`src/rtl/sclk_bcd_counter_pkg.sv`:
```
// sclk_bcd_counter_pkg: shared state type, BCD constants and per-digit step function
package sclk_bcd_counter_pkg;

    typedef enum logic {STOPPED, RUNNING} state_t;

    localparam int BCD_W = 4;
    localparam logic [BCD_W-1:0] BCD_MAX = 4'd9;

    function automatic logic [BCD_W:0] bcd_step(input logic [BCD_W-1:0] d, input logic up, input logic cin);
        if (!cin) return {1'b0, d};
        if (up) return (d >= BCD_MAX) ? {1'b1, 4'd0} : {1'b0, d + 4'd1};
        return (d == 4'd0) ? {1'b1, BCD_MAX} : {1'b0, d - 4'd1};
    endfunction

endpackage

```
`src/rtl/sclk_bcd_counter_edge_sync.sv`:
```
// sclk_edge_sync: synchronises sclk into clk, detects edges, masks the post-reset prime window
module sclk_edge_sync #(
    parameter int SYNC_STAGES = 2,
    parameter bit EDGE_SEL    = 1'b0
) (
    input  logic clk,
    input  logic reset,
    input  logic sclk,
    output logic sedge
);

    logic [SYNC_STAGES-1:0] sync;
    logic [SYNC_STAGES:0]   prime;
    logic                   h;
    logic                   s;

    assign s     = sync[SYNC_STAGES-1];
    assign sedge = prime[SYNC_STAGES] & (EDGE_SEL ? (s ^ h) : (s & ~h));

    // synchroniser chain, history flop and prime shift register filling with ones
    always_ff @(posedge clk or negedge reset) begin
        if (!reset) begin
            sync  <= '0;
            h     <= 1'b0;
            prime <= '0;
        end else begin
            sync  <= {sync[SYNC_STAGES-2:0], sclk};
            h     <= s;
            prime <= {prime[SYNC_STAGES-1:0], 1'b1};
        end
    end

endmodule

```
`src/rtl/sclk_bcd_counter.sv`:
```
// sclk_bcd_counter: start/stop gated packed-BCD up/down counter advanced by sclk edges
module sclk_bcd_counter
    import sclk_bcd_counter_pkg::*;
#(
    parameter int DIGITS      = 4,
    parameter int SYNC_STAGES = 2,
    parameter bit EDGE_SEL    = 1'b0,
    parameter bit AUTOSTOP    = 1'b0
) (
    input  logic                    clk,
    input  logic                    reset,
    input  logic                    sclk,
    input  logic                    start,
    input  logic                    stop,
    input  logic                    up_dn,
    input  logic                    clear,
    input  logic                    load,
    input  logic [BCD_W*DIGITS-1:0] load_val,
    output logic [BCD_W*DIGITS-1:0] bcd,
    output logic                    tick,
    output logic                    wrap,
    output logic                    load_err,
    output logic                    running
);

    state_t                  state, state_n;
    logic                    sedge;
    logic                    cnt_en;
    logic                    do_wrap;
    logic [DIGITS:0]         c;
    logic [DIGITS-1:0]       bad;
    logic [BCD_W*DIGITS-1:0] cnt;
    logic [BCD_W*DIGITS-1:0] ld;

    sclk_edge_sync #(
        .SYNC_STAGES (SYNC_STAGES),
        .EDGE_SEL    (EDGE_SEL)
    ) u_sync (
        .clk   (clk),
        .reset (reset),
        .sclk  (sclk),
        .sedge (sedge)
    );

    assign c[0] = 1'b1;

    genvar i;
    generate
        for (i = 0; i < DIGITS; i++) begin : g_dig
            assign {c[i+1], cnt[BCD_W*i +: BCD_W]} = bcd_step(bcd[BCD_W*i +: BCD_W], up_dn, c[i]);
            assign bad[i] = load_val[BCD_W*i +: BCD_W] > BCD_MAX;
            assign ld[BCD_W*i +: BCD_W] = bad[i] ? BCD_MAX : load_val[BCD_W*i +: BCD_W];
        end
    endgenerate

    assign running = state == RUNNING;
    assign cnt_en  = sedge & running;
    assign do_wrap = !clear && !load && cnt_en && c[DIGITS];

    // state register
    always_ff @(posedge clk or negedge reset) begin
        if (!reset) state <= STOPPED;
        else        state <= state_n;
    end

    // next state: stop and autostop wrap dominate start
    always_comb begin
        state_n = state;
        state_n = (stop || (AUTOSTOP && do_wrap)) ? STOPPED : start ? RUNNING : state;
    end

    // counter and registered pulse outputs, clear over load over count
    always_ff @(posedge clk or negedge reset) begin
        if (!reset) begin
            bcd      <= '0;
            tick     <= 1'b0;
            wrap     <= 1'b0;
            load_err <= 1'b0;
        end else begin
            tick     <= sedge;
            wrap     <= do_wrap;
            load_err <= !clear && load && |bad;
            bcd      <= clear ? '0 : load ? ld : cnt_en ? cnt : bcd;
        end
    end

endmodule

```
`config.mk`:
```
export PLATFORM = sky130hd
export DESIGN_NAME = sclk_bcd_counter
export DESIGN_NICKNAME = d
export VERILOG_FILES = /design/src/rtl/sclk_bcd_counter_pkg.sv /design/src/rtl/sclk_bcd_counter_edge_sync.sv /design/src/rtl/sclk_bcd_counter.sv
export SDC_FILE = /design/constraint.sdc
export NUM_CORES = 1
export LEC_CHECK = 0
export BUFFER_PORTS_ARGS = -buffer_cell sky130_fd_sc_hd__buf_2
export CAP_MARGIN = 5
export CORE_MARGIN = 3
export CORE_UTILIZATION = 40
export DETAILED_ROUTE_END_ITERATION = 12
export MAX_ROUTING_LAYER = met4
export PLACE_DENSITY = 0.75
export SLEW_MARGIN = 20
export SYNTH_ARGS = -nofsm -noshare
export SYNTH_HDL_FRONTEND = slang
export SYNTH_SLANG_ARGS = --single-unit
```
`constraint.sdc`:
```
create_clock -name clk -period 2.1 [get_ports clk]
set_clock_uncertainty 0.2 [all_clocks]
set_input_delay 0.315 -clock clk [delete_from_list [all_inputs] [get_ports clk]]
set_output_delay 0.315 -clock clk [all_outputs]
set_load 0.02 [all_outputs]
```
Word level (Yosys, flattened, before mapping)
Index checks and enable logic that the tools add are counted.
W data, S select, Z words.
- register bits after elaboration: 26
- input bits: 24
- output and inout bits: 20
- word-level logic and storage cells: 77
- add/sub/neg operators: 8
- magnitude comparators: 8
- mux-type cells: 35
- bitwise logic cells: 4
- reductions and logical operators: 14
- operator list (kind ; number):
    $mux W5 ; 22
    $mux W16 ; 3
    $add A4 B1 Y4 const B ; 4
    $ge A4 B4 Y1 const B ; 4
    $gt A4 B4 Y1 const B ; 4
    $logic_not A4 Y1 ; 4
    $mux W4 ; 4
    $sub A4 B1 Y4 const B ; 4
    $mux W1 ; 6
    $logic_and A1 B1 Y1 ; 5
    $reduce_or A4 Y1 ; 1
    $and A1 B1 Y1 ; 3
    $reduce_bool A3 Y1 ; 1
    $logic_not A1 Y1 ; 2
    $reduce_bool A2 Y1 ; 1
    $not A1 Y1 ; 1

Depth between registers and ports, before layout
- depth after elaboration: 19
- mapped depth: 8
- mapped depth without buffers: 7

Modules after synthesis
A second synthesis with hierarchy kept.
- cells, all modules: 231
- area, all modules: 2019.4 um2
- modules (own cells, without submodules) (module ; times used ; cells an instance ; area each (um2) ; sequential area each (um2)):
    sclk_bcd_counter ; 1 ; 223 ; 1856.8 ; 500.5
    sclk_edge_sync ; 1 ; 8 ; 162.7 ; 150.1

Worst setup path after synthesis
No wires, ideal clock.
- path type: reg2reg
- start point: register bcd[0]
- end point: register bcd[8]
- setup time: 136 ps
- data arrival time: 2098 ps
- data required time: 1764 ps
- slack: -334 ps
- stages on the path, launching flop included: 9
- path buffers: 1
- clock period less this slack: 2434 ps
- path through: dfrtp_1 -> inv_1 -> ha_1 -> or3b_4 -> a31o_1 -> buf_6 -> o2111a_1 -> a221oi_2 -> a21oi_1
- cells in the longest elaborated chain, start to end: 9
- elaborated cells between the ends (all ways): 11
- classes of those cells: order compare (1); mux (9); reduce/logical (1)
- ends and longest elaborated chain (item ; RTL line ; RTL):
    start: declaration ; sclk_bcd_counter.sv:19 ; output logic [BCD_W*DIGITS-1:0] bcd,
    start signal: assignment ; sclk_bcd_counter.sv:83 ; bcd <= clear ? '0 : load ? ld : cnt_en ? cnt : bcd;
    $ge A4 B4 Y1 ; sclk_bcd_counter_pkg.sv:11 ; if (up) return (d >= BCD_MAX) ? {1'b1, 4'd0} : {1'b0, d + 4'd1};
    $mux W5 (2 in a row) ; sclk_bcd_counter_pkg.sv:11 ;
    $mux W5 * ; sclk_bcd_counter_pkg.sv:12 ; return (d == 4'd0) ? {1'b1, BCD_MAX} : {1'b0, d - 4'd1};
    $mux W5 * (2 in a row) ; sclk_bcd_counter_pkg.sv:11 ;
    $mux W16 * (3 in a row) ; sclk_bcd_counter.sv:83 ;
Mark *: on every way between the ends. The rest lies on a longest branch, timed or not. The select of a mux whose other input is x is not followed.
A chain may end at the register's enable or synchronous reset.

Final worst setup path
- start point: register bcd[1]
- end point: register bcd[4]
- cells in the longest elaborated chain, start to end: 8
- elaborated cells between the ends (all ways): 10
- classes of those cells: order compare (1); mux (8); reduce/logical (1)
- ends and longest elaborated chain (item ; RTL line):
    $ge A4 B4 Y1 ; sclk_bcd_counter_pkg.sv:11
    $mux W5 (2 in a row) ; sclk_bcd_counter_pkg.sv:11
    $mux W5 * ; sclk_bcd_counter_pkg.sv:12
    $mux W5 * ; sclk_bcd_counter_pkg.sv:11
    $mux W16 * (3 in a row) ; sclk_bcd_counter.sv:83
Marks and branches as above.

==> results.txt <==
The worst setup path is captured at a flip-flop. The largest vdd supply drop is 0.000224 V. Summed over all layers, the global routing overflow is 0. The count of unique library cells instantiated by Yosys is 66.

Relative to the synthesized area, the layout overhead comes to 35.2%. The worst hold path passes through 3 cells. The total clock sinks is 26.

Ranked by total cell area, the synthesized netlist is headed by sky130_fd_sc_hd__dfrtp_1, sky130_fd_sc_hd__ha_1, sky130_fd_sc_hd__a21oi_1. The final period demand of the worst path is 2120 ps. The number of hold-slack violations in the final timing report is 0. For this run, asynchronously set or reset flops after synthesis account for 100%. Counting flops and latches in the post-synthesis netlist gives 26. The number of global-route vias before repair is 2,056. The width of the die is 77.6 um. Of all cell types, the one taking the most synthesized area is sky130_fd_sc_hd__dfrtp_1.

Summed over all cells, the static leakage comes to 1.24 nW. The total detailed-routing wirelength is 5710 um. The layer flagged by global routing as most heavily used is met2. The buffer type at the clock tree root is sky130_fd_sc_hd__clkbuf_8. The endpoint identified for the worst register-to-register timing path is bcd[4]. The register-to-register path setup slack came out at -20 ps.

The met2 track utilization from global routing is 31.9%. The area inside the core boundary came out at 0.00485 mm^2. For this run, the number of Yosys warnings is 0. Input and output buffers added on the ports amount to 43. The met1 track utilization from global routing is 27.4%.

In the routed layout, each cell is associated on average with a via count of 5.52. The number of cells on the worst reg-to-reg path is 8. The layout net count is 349. The final-report setup violation count came out at 6. The fraction of layout instances using a drive strength above 1 came out at 41.2%. Of the available clock period, the critical path in the final layout requires 101%. The startpoint identified for the worst register-to-register timing path is bcd[1].

Among all flip-flop cells after synthesis, the most frequent one is sky130_fd_sc_hd__dfrtp_1. Global routing consumed, on the met3 layer, 2.32% of the routing resources. The post-layout total power came out at 1.36 mW. The post-layout worst setup margin is -20.4 ps. The first global-routing pass estimated 9720 um of wire.

The area occupied by multi-input gates came out at 0.00137 mm^2. For this run, the slowest stage of the critical path takes 420 ps. On the critical path, the stage with the largest delay is an instance of sky130_fd_sc_hd__dfrtp_2.

The final non-filler cell area is 0.00277 mm^2. The die is 77.6 um tall. The floorplan step defined a die boundary enclosing 0.00601 mm^2. STA classifies the critical path startpoint as a flip-flop. The signal on the critical path passes through inv_2 -> ha_4 -> or3b_4 -> a31o_4 -> buf_6 -> o211ai_1 -> o21ai_1 -> o21a_1. Ranked by instance count, the synthesized netlist is headed by sky130_fd_sc_hd__dfrtp_1, sky130_fd_sc_hd__a21oi_1, sky130_fd_sc_hd__nand2_1. Across every metal layer, demand over resource in global routing totals 20.1%.

The pre-CTS worst setup slack is -42.1 ps. The maximum clock frequency is 0.472 GHz. Dividing the synthesized area by the synthesized cell count gives 8.64 um^2.

The HPWL after detailed placement came out at 4180 um. The area used by sequential logic in the layout came out at 661 um^2. The standard-cell row count is 25. The slew at the pin closest to its max-slew limit came out at 618 ps. For this run, the detailed router's first-pass iteration total came to 6. The detailed-route via count came out at 2,085.

Pin placement for this block handled 44 I/O pins. The synthesized cell area came out at 0.00205 mm^2. By startpoint and endpoint, the worst setup path is classified as flip-flop to flip-flop. In the post-synthesis netlist, the cell with the most instances is sky130_fd_sc_hd__dfrtp_1.

STA puts the critical path data arrival time at 2090 ps. STA puts the critical path data required time at 2070 ps. The CTS clock-pin slew for the worst setup and hold paths came out at 90 ps. Once detail routing completed, the nets flagged for antenna violations numbered 0. The power density over cell area came out at 491 mW/mm^2. The relative slew slack came out at 58.8%.

For this run, design rule violations remaining after detail routing come to 0. Summing the sequential cell areas from Yosys gives 31.8% of the chip area. The maximum buffer depth of the clock tree is 2. The run finished, with violations left. The filler cells instantiated in the layout total 447. The max-cap check violation count is 0. The number of max-slew violations in the final report is 0. The source of the worst hold timing path is start. After detailed routing, the average wire length per cell comes to 15.1 um. The TritonCTS buffer count came out at 3. The cell count after synthesis came out at 237.

The clock network latency to the later pin of the worst-skew pair is 270 ps. The synthesized netlist net count came out at 274. For hold timing, the worst endpoint is running. The initial core utilization is 42.2%. The worst slack on hold paths is 52.2 ps. The path class of the tightest hold or removal check is input port to flip-flop.

The initial antenna violation count is 0. The final cell utilization of the core is 57.1%. The number of antenna cells inserted came out at 0. Entering global routing, the biggest net connects 27 pins.

The finished layout holds 378 standard cells, fillers aside. TritonCTS built the clock tree. The total cell area at the placement stage is 0.00262 mm^2. Of the post-synthesis cell area, the dominant cell type holds 31.8%. The count of H-tree levels built during CTS is 1. The global placer's final weighted congestion came out at 0.861. The checks that failed: negative setup slack. The sum of negative setup slack is -52.1 ps. Counting flops with a built-in enable in the synthesized netlist gives 0. The top fanout value on the critical path is 8.

The number of design-rule violations left by the first detailed-router iteration came out at 128. The number of placed instances, taps included is 366. Setup repair after global routing could not meet its margin everywhere.
cells by family (layout without fill, tap and decap cells):
| kind of cell | Yosys count | in the layout | share of synthesized area (%) |
|---|---|---|---|
| AOI/OAI and AO/OA | 87 | 87 | 30.4 |
| xor gates and xnor gates | 1 | 1 | 0.428 |
| adders and majority gates | 13 | 13 | 7.94 |
| buffers and inverters | 31 | 105 | 6.66 |
| DFF | 26 | 26 | 31.8 |
| muxes | 3 | 3 | 1.47 |
| other | 1 | 1 | 0.183 |
| and+or+nand+nor | 75 | 75 | 21.2 |
critical path: cells and delay by family (launching register included):
| family | cells | cell delay (ps) |
|---|---|---|
| simple gates | 1 | 380 |
| compound gates | 4 | 650 |
| buf+inv | 2 | 220 |
| flops | 1 | 420 |
| fa+ha+maj | 1 | 140 |
per-layer routing:
metal / routed length [um] / share of wire [%] / up-vias
li1: - / - / 1031
met1: 2650 / 46 / 977
met2: 2720 / 48 / 67
met3: 281 / 4.9 / 10
met4: 61 / 1.1 / 0
met5: 0 / 0 / -
power breakdown:
group          leakage (nW)  switching, mW  total (mW)  internal, mW
sequential            0.323         0.0203       0.550         0.530
clock                0.0228          0.164       0.301         0.136
combinational         0.891          0.275       0.510         0.235
timing repair:
action                                 4_1_cts  5_1_grt
endpoints found under the hold margin       28        0
gates resized for setup                      7        3
setup endpoints to repair                   10       14
hold buffers                                 3        0
pin swaps                                    3        5
buffers inserted                             2        3
how the worst max path moves through the flow:
stage / startpoint / endpoint / depth (start not counted)
5_1_grt: bcd[4] / bcd[13] / 7
4_1_cts: bcd[1] / bcd[7] / 7
3_5_place_dp: bcd[0] / bcd[5] / 7
6_report: bcd[1] / bcd[4] / 8
2_1_floorplan: bcd[0] / bcd[7] / 8
3_3_place_gp: bcd[0] / bcd[4] / 7
cell usage in the layout (no fill, tap or decap), types with 7 or more instances in the layout:
cell type,netlist,layout
sky130_fd_sc_hd__ha_1,13,9
sky130_fd_sc_hd__inv_1,16,8
sky130_fd_sc_hd__o21ai_0,14,13
sky130_fd_sc_hd__inv_2,0,7
sky130_fd_sc_hd__buf_2,3,43
sky130_fd_sc_hd__nor2b_1,7,7
sky130_fd_sc_hd__a21oi_1,22,22
sky130_fd_sc_hd__dfrtp_2,0,8
sky130_fd_sc_hd__buf_4,0,37
sky130_fd_sc_hd__nor2_1,13,13
sky130_fd_sc_hd__dfrtp_1,26,18
sky130_fd_sc_hd__nand2_1,17,15
final cells by class:
cell class	instances	area share, %
Clock buffer	4	1.63
Timing Repair Buffer	85	19.7
Multi-Input combinational cell	180	49.5
Tap cell	67	3.03
Inverter	16	2.26
Sequential cell	26	23.8
sequential cells by signal, indices dropped and copies added, names as in the netlist:
signal        flops
u_sync.h          1
u_sync.sync       2
bcd              16
running           1
u_sync.prime      3
wrap              1
load_err          1
tick              1
No activity file was read; power rests on OpenSTA's default activity.
